**src/rtl/apb_bridge_pkg.sv**
```systemverilog
// apb_bridge_pkg: shared types and constants for the FIFO-to-APB command master.
// Latency: n/a (types, constants and one helper function only).
// Backpressure: n/a.
// Contents: FSM state enum, command header field positions, default access timeout.
package apb_bridge_pkg;

  typedef enum logic [3:0] {
    ST_IDLE     = 4'd0,
    ST_POP_HDR  = 4'd1,
    ST_CAP_HDR  = 4'd2,
    ST_WAIT_DAT = 4'd3,
    ST_POP_DAT  = 4'd4,
    ST_CAP_DAT  = 4'd5,
    ST_SETUP    = 4'd6,
    ST_ACCESS   = 4'd7,
    ST_RESP     = 4'd8
  } state_e;

  // Command header layout: [31] write, [30:28] slave index, [ADDR_W-1:0] address.
  localparam int HDR_WR_BIT  = 31;
  localparam int HDR_SEL_MSB = 30;
  localparam int HDR_SEL_LSB = 28;
  localparam int SEL_W       = HDR_SEL_MSB - HDR_SEL_LSB + 1;

  localparam int DEFAULT_TIMEOUT = 255;

  // A slave index is unusable when it addresses a PSEL line that does not exist.
  function automatic logic sel_is_bad(input logic [SEL_W-1:0] idx, input int num_slv);
    return (int'(idx) >= num_slv);
  endfunction

endpackage

```
**src/rtl/apb_timeout_cnt.sv**
```systemverilog
// apb_timeout_cnt: counts APB ACCESS cycles and flags the last cycle allowed before abort.
// Latency: o_expired is combinational from the count; the count updates one cycle after i_en.
// Backpressure: none; saturates at TIMEOUT while enabled.
// Ports: clk/rst_n, i_clr (restart count), i_en (one ACCESS cycle elapsing), o_expired.
module apb_timeout_cnt
  import apb_bridge_pkg::*;
#(
  parameter int TIMEOUT = DEFAULT_TIMEOUT
) (
  input  logic clk,
  input  logic rst_n,
  input  logic i_clr,
  input  logic i_en,
  output logic o_expired
);

  localparam int CNT_W = $clog2(TIMEOUT + 1);
  localparam logic [CNT_W-1:0] LAST_CYC = CNT_W'(TIMEOUT - 1);
  localparam logic [CNT_W-1:0] MAX_CNT  = CNT_W'(TIMEOUT);

  // r_cnt holds the number of ACCESS cycles already completed, so the
  // TIMEOUT-th ACCESS cycle sees r_cnt == TIMEOUT-1.
  logic [CNT_W-1:0] r_cnt;

  always_ff @(posedge clk or negedge rst_n) begin
    if (!rst_n) begin
      r_cnt <= '0;
    end else if (i_clr) begin
      r_cnt <= '0;
    end else if (i_en && (r_cnt != MAX_CNT)) begin
      r_cnt <= r_cnt + CNT_W'(1);
    end
  end

  assign o_expired = i_en && (r_cnt >= LAST_CYC);

endmodule

```
**src/rtl/apb_cmd_master.sv**
```systemverilog
// apb_cmd_master: drains header/data words from the async FIFO read port and runs them as APB transfers.
// Latency: read 5 cycles from FIFO non-empty to rsp_vld; +2 for a write, +1 per pready wait cycle.
// Backpressure: a held response (rsp_rdy low) blocks all further FIFO pops.
// Ports: FIFO read side (empty, rdata, rdata_en), APB master (psel..pslverr),
//        response port (rsp_vld, rsp_rdy, rsp_data, rsp_err).
module apb_cmd_master
  import apb_bridge_pkg::*;
#(
  parameter int ADDR_W  = 16,
  parameter int NUM_SLV = 4,
  parameter int TIMEOUT = DEFAULT_TIMEOUT
) (
  input  logic               clk,
  input  logic               rst_n,
  // FIFO read port
  input  logic               empty,
  input  logic [31:0]        rdata,
  output logic               rdata_en,
  // APB master
  output logic [NUM_SLV-1:0] psel,
  output logic               penable,
  output logic [ADDR_W-1:0]  paddr,
  output logic               pwrite,
  output logic [31:0]        pwdata,
  input  logic [31:0]        prdata,
  input  logic               pready,
  input  logic               pslverr,
  // response
  output logic               rsp_vld,
  input  logic               rsp_rdy,
  output logic [31:0]        rsp_data,
  output logic               rsp_err
);

  state_e               r_state;
  state_e               w_state_nxt;

  logic [ADDR_W-1:0]    r_paddr;
  logic                 r_pwrite;
  logic [31:0]          r_pwdata;
  logic [NUM_SLV-1:0]   r_psel;
  logic                 r_penable;
  logic                 r_rdata_en;
  logic [SEL_W-1:0]     r_sel_idx;
  logic                 r_bad_sel;
  logic                 r_rsp_vld;
  logic [31:0]          r_rsp_data;
  logic                 r_rsp_err;

  logic                 w_hdr_wr;
  logic [SEL_W-1:0]     w_hdr_idx;
  logic                 w_hdr_bad;
  logic [SEL_W-1:0]     w_sel_idx;
  logic [NUM_SLV-1:0]   w_sel_oh;
  logic                 w_expired;
  logic                 w_resp_load;
  logic [31:0]          w_rsp_data;
  logic                 w_rsp_err;
  logic                 w_unused_rsvd;

  // Header fields, only meaningful while r_state == ST_CAP_HDR.
  assign w_hdr_wr      = rdata[HDR_WR_BIT];
  assign w_hdr_idx     = rdata[HDR_SEL_MSB:HDR_SEL_LSB];
  assign w_hdr_bad     = sel_is_bad(w_hdr_idx, NUM_SLV);
  assign w_unused_rsvd = ^rdata[27:ADDR_W];

  // psel is registered from the next state, so on the CAP_HDR -> SETUP edge the
  // slave index must come straight from the FIFO word rather than the latch.
  assign w_sel_idx = (r_state == ST_CAP_HDR) ? w_hdr_idx : r_sel_idx;

  always_comb begin
    w_sel_oh = '0;
    for (int i = 0; i < NUM_SLV; i++) begin
      w_sel_oh[i] = (w_sel_idx == SEL_W'(i));
    end
  end

  apb_timeout_cnt #(
    .TIMEOUT (TIMEOUT)
  ) u_timeout (
    .clk       (clk),
    .rst_n     (rst_n),
    .i_clr     (r_state == ST_SETUP),
    .i_en      (r_state == ST_ACCESS),
    .o_expired (w_expired)
  );

  // This block is the only FIFO consumer, so once IDLE/WAIT_DAT/CAP_HDR has seen
  // !empty the word is guaranteed to still be there when the pop fires.
  always_comb begin
    w_state_nxt = r_state;
    case (r_state)
      ST_IDLE:     if (!empty) w_state_nxt = ST_POP_HDR;
      ST_POP_HDR:  w_state_nxt = ST_CAP_HDR;
      ST_CAP_HDR: begin
        // A write whose data word is already queued pops it directly; WAIT_DAT
        // is only visited when the data word is late.
        if (w_hdr_wr)       w_state_nxt = empty ? ST_WAIT_DAT : ST_POP_DAT;
        else if (w_hdr_bad) w_state_nxt = ST_RESP;
        else                w_state_nxt = ST_SETUP;
      end
      ST_WAIT_DAT: if (!empty) w_state_nxt = ST_POP_DAT;
      ST_POP_DAT:  w_state_nxt = ST_CAP_DAT;
      // A bad-select write still consumes its data word to keep the stream aligned.
      ST_CAP_DAT:  w_state_nxt = r_bad_sel ? ST_RESP : ST_SETUP;
      ST_SETUP:    w_state_nxt = ST_ACCESS;
      // pready on the last allowed cycle wins over the timeout.
      ST_ACCESS:   if (pready || w_expired) w_state_nxt = ST_RESP;
      ST_RESP:     if (rsp_rdy) w_state_nxt = ST_IDLE;
      default:     w_state_nxt = ST_IDLE;
    endcase
  end

  assign w_resp_load = (w_state_nxt == ST_RESP) && (r_state != ST_RESP);

  // Every path into RESP other than a completed transfer (bad select, timeout)
  // reports an error with zero data.
  always_comb begin
    w_rsp_err  = 1'b1;
    w_rsp_data = '0;
    if ((r_state == ST_ACCESS) && pready) begin
      w_rsp_err = pslverr;
      if (!r_pwrite && !pslverr) w_rsp_data = prdata;
    end
  end

  always_ff @(posedge clk or negedge rst_n) begin
    if (!rst_n) begin
      r_state    <= ST_IDLE;
      r_rdata_en <= 1'b0;
      r_psel     <= '0;
      r_penable  <= 1'b0;
      r_paddr    <= '0;
      r_pwrite   <= 1'b0;
      r_pwdata   <= '0;
      r_sel_idx  <= '0;
      r_bad_sel  <= 1'b0;
      r_rsp_vld  <= 1'b0;
      r_rsp_data <= '0;
      r_rsp_err  <= 1'b0;
    end else begin
      r_state    <= w_state_nxt;
      r_rdata_en <= (w_state_nxt == ST_POP_HDR) || (w_state_nxt == ST_POP_DAT);
      r_psel     <= ((w_state_nxt == ST_SETUP) || (w_state_nxt == ST_ACCESS)) ? w_sel_oh : '0;
      r_penable  <= (w_state_nxt == ST_ACCESS);

      if (r_state == ST_CAP_HDR) begin
        r_paddr   <= rdata[ADDR_W-1:0];
        r_pwrite  <= w_hdr_wr;
        r_sel_idx <= w_hdr_idx;
        r_bad_sel <= w_hdr_bad;
      end

      if (r_state == ST_CAP_DAT) begin
        r_pwdata <= rdata;
      end

      if (w_resp_load) begin
        r_rsp_vld  <= 1'b1;
        r_rsp_data <= w_rsp_data;
        r_rsp_err  <= w_rsp_err;
      end else if (r_rsp_vld && rsp_rdy) begin
        r_rsp_vld  <= 1'b0;
        r_rsp_data <= '0;
        r_rsp_err  <= 1'b0;
      end
    end
  end

  assign rdata_en = r_rdata_en;
  assign psel     = r_psel;
  assign penable  = r_penable;
  assign paddr    = r_paddr;
  assign pwrite   = r_pwrite;
  assign pwdata   = r_pwdata;
  assign rsp_vld  = r_rsp_vld;
  assign rsp_data = r_rsp_data;
  assign rsp_err  = r_rsp_err;

endmodule
```
**config.mk**
```make
export PLATFORM = sky130hd
export DESIGN_NAME = apb_cmd_master
export DESIGN_NICKNAME = d
export VERILOG_FILES = /design/src/rtl/apb_bridge_pkg.sv /design/src/rtl/apb_timeout_cnt.sv /design/src/rtl/apb_cmd_master.sv
export SDC_FILE = /design/constraint.sdc
export NUM_CORES = 1
export LEC_CHECK = 0
export CORE_MARGIN = 2
export CORE_UTILIZATION = 25
export DETAILED_ROUTE_END_ITERATION = 10
export SETUP_SLACK_MARGIN = 0.05
export SLEW_MARGIN = 20
export SYNTH_ARGS = -nofsm -noshare
export SYNTH_HDL_FRONTEND = slang
export SYNTH_SLANG_ARGS = --single-unit
```
**constraint.sdc**
```tcl
create_clock -name clk -period 5.6 [get_ports clk]
set_clock_uncertainty 0.2 [all_clocks]
set_input_delay 1.68 -clock clk [delete_from_list [all_inputs] [get_ports clk]]
set_output_delay 1.68 -clock clk [all_outputs]
set_load 0.05 [all_outputs]
```
==> results.tsv <==
metric	value	unit
first-pass GRT wire length	19.3	mm
Post-Synth Simple-Gate Area	0.220	
Slowest-stage cell, CP	clkdlybuf4s50_1	
main combinational cell family by area after synthesis	simple AND/OR/NAND/NOR gates	
Crit. path cell count	1	
post-synthesis xor/xnor area fraction	0.00405	
initial drt markers	126	
Worst-path clk slew	0.07	ns
Worst Tran Pin Value	0.975	ns
grt total ovfl	0	
Compound-Gate Fraction of Synth Area	0.115	
vias	3580	
Final min period	3.54	ns
row count	48	
CTS Buf Count	9	
die width	135	um
post-route cell area	6430	um^2
Worst-Skew Late Latency	0.35	ns
setup TNS	0	ns
Hold Crit Class	reg -> reg	
clock buffer depth	2	
Synth Cell Area	4320	um^2
status	finished, final reports clean	
gpl congestion	0.778	
sequential area share after synthesis	0.608	
CP required	3.72	ns
Hold Vio Cnt, Final	0	
initial antenna violation count	0	
CP top delay family	buffers and inverters	
Critical Path End Type	output pin	
Final setup viols	0	
layout cell share with drive strength beyond 1	0.0621	
top_reg_cell synth	dfrtp_1	
Mapped Nets	482	
Total Wirelength	11.9	mm
crit path launch type	flip-flop	
die area	18400	um^2
CP Capture Point	pwrite	
non-filler cells, final	789	
Async SR Flop Fraction	1.00	
nets@finish	632	
Crit Path Max Fanout	3	
commonest non-fill, non-tap cell in the layout	nand2_1	
most frequent cells in the layout	nand2_1 (160), clkdlybuf4s50_1 (157), dfrtp_1 (105), a22o_1 (33), clkbuf_16 (9)	
CP cell instances	clkdlybuf4s50_1	
DR DRC count	0	
largest net degree at the start of global routing	75	
CTS tree	built	
post-CTS resize count	0	
max-cap violations	0	
H-tree depth	3	
multiplexer share of the synthesized area	0.0127	
RSZ-0062 raised after global routing	no	
worst reg2reg startpoint	r_state[0]	
Leakage	0.00294	uW
worst r2r dst	rsp_data[14]	
die height	135	um
Yosys reg bits	105	
Worst Path Buf+Inv	1	
clk root buf	clkbuf_16	
Arrival @ worst endpoint	1.66	ns
WS Path Type	reg -> out	
Final Worst Setup Slack	2.06	ns
CTS Hold Bufs	0	
Placed Area	6140	um^2
final worst-path cycle share	0.632	
CP peak stage delay	0.87	ns
Worst slew margin	0.350	
Syn. warnings	0	
Overall Global Routing Usage	0.134	
Detail Placement HPWL	8.28	mm
diodes inserted	0	
number of port buffers	158	
number of global-route vias before repair	3647	
synthesis-to-finish area growth	48.8	%
Mapped Cells	410	
DR pass1 iterations	4	
Post-CTS Setup Repair Bufs	0	
Worst R2R Path Depth	5	
Post-Synthesis Mean Instance Area	10.5	um^2
drt via density	4.54	
Synth Area in Adders	0.00579	
number of synthesized flops with an enable pin	0	
Clock Sinks	105	
Synth cell types	50	
pre-CTS setup slack	1.76	ns
Max IR drop VDD	0.361	mV
Final Max Slew Viols	0	
P per Cell Area	597	nW/um^2
drt wl/cell	15.1	um
initial core utilization	0.252	
Highest Clock Rate	0.283	GHz
Hold Slack	0.273	ns
worst setup path start	pwrite	
IO Pins	159	
R2R setup slack	3.02	ns
antenna-violating nets left	0	
# placed instances	774	
Core ar.	17100	um^2
flip-flops by register name, indices dropped and copies added, names as in the netlist:
name             cells
r_bad_sel            1
penable              1
rdata_en             1
r_sel_idx            3
rsp_data            32
u_timeout.r_cnt      8
rsp_err              1
rsp_vld              1
paddr               16
psel                 4
r_state              4
pwdata              32
pwrite               1
synth_stat cells, types with 2 or more instances:
cell        n  area [um^2]
nor4b_4     2         47.6
nand3_1     2         10.0
or4_1       2         15.0
a21oi_1     6         30.0
a211o_1     2         17.5
nor4_2      2         25.0
dfrtp_1   105         2630
clkbuf_1   15         56.3
nor2_1      7         26.3
a22o_1     33          289
a211oi_1    3         22.5
or4b_1      2         20.0
nand4b_1    2         17.5
buf_2       7         35.0
nor3_1      5         25.0
mux2i_1     4         40.0
inv_1       7         26.3
buf_6       3         33.8
nor2b_1     2         12.5
nor4b_2     2         30.0
nand4_1     2         12.5
o21ai_0     5         25.0
or3_1       2         12.5
ha_1        2         25.0
nand2_1   160          601
o211ai_1    2         15.0
cell type report:
cell class              count  area (um^2)
inverters                   7         26.3
multi-input cells         273         1570
well taps                 225          282
clock buffers              10          239
repair buffers            164         1630
flip-flops and latches    105         2630
fillers                  1686        10700
clock inverters             5         53.8
tightest hold or removal path: cells and delay by family, from the launching register on:
family / cells / cell delay (ns)
and+or+nand+nor: 2 / 0.10
DFF: 1 / 0.34
worst min path at each step:
stage,start,endpoint,slack (ns),cells after the start
5_1_grt,pwdata[26],pwdata[26],0.30,2
4_1_cts,pwdata[1],pwdata[1],0.28,2
3_3_place_gp,paddr[15],paddr[15],0.26,2
3_5_place_dp,paddr[15],paddr[15],0.26,2
6_report,pwdata[1],pwdata[1],0.27,2
2_1_floorplan,u_timeout.r_cnt[7],u_timeout.r_cnt[7],0.26,1
power by group:
part | total (uW) | switching (uW) | internal (uW)
logic | 1980 | 1310 | 665
clock network | 633 | 277 | 356
registers | 1230 | 205 | 1030
total | 3840 | 1790 | 2050
cells by family after synthesis:
family / after synthesis
simple gates: 203
flops: 105
fa+ha+maj: 2
mux: 5
xor+xnor: 2
compound gates: 61
buf+inv: 32
per-layer routing:
layer / vias to the layer above / routed length [um] / track usage
li1: 1696 / - / -
met1: 1753 / 5230 / 0.170
met2: 119 / 5580 / 0.211
met3: 12 / 952 / 0.0539
met4: 0 / 144 / 0.0399
met5: - / 0 / 0
metrics by stage:
stage / util / total power (uW)
2_1_floorplan: - / 2520
6_report: 0.376 / 3840
3_5_place_dp: 0.359 / 3230
4_1_cts: 0.376 / 3900
3_3_place_gp: 0.358 / 3190
5_1_grt: 0.376 / 4070
(Power assumes the default switching activity.)
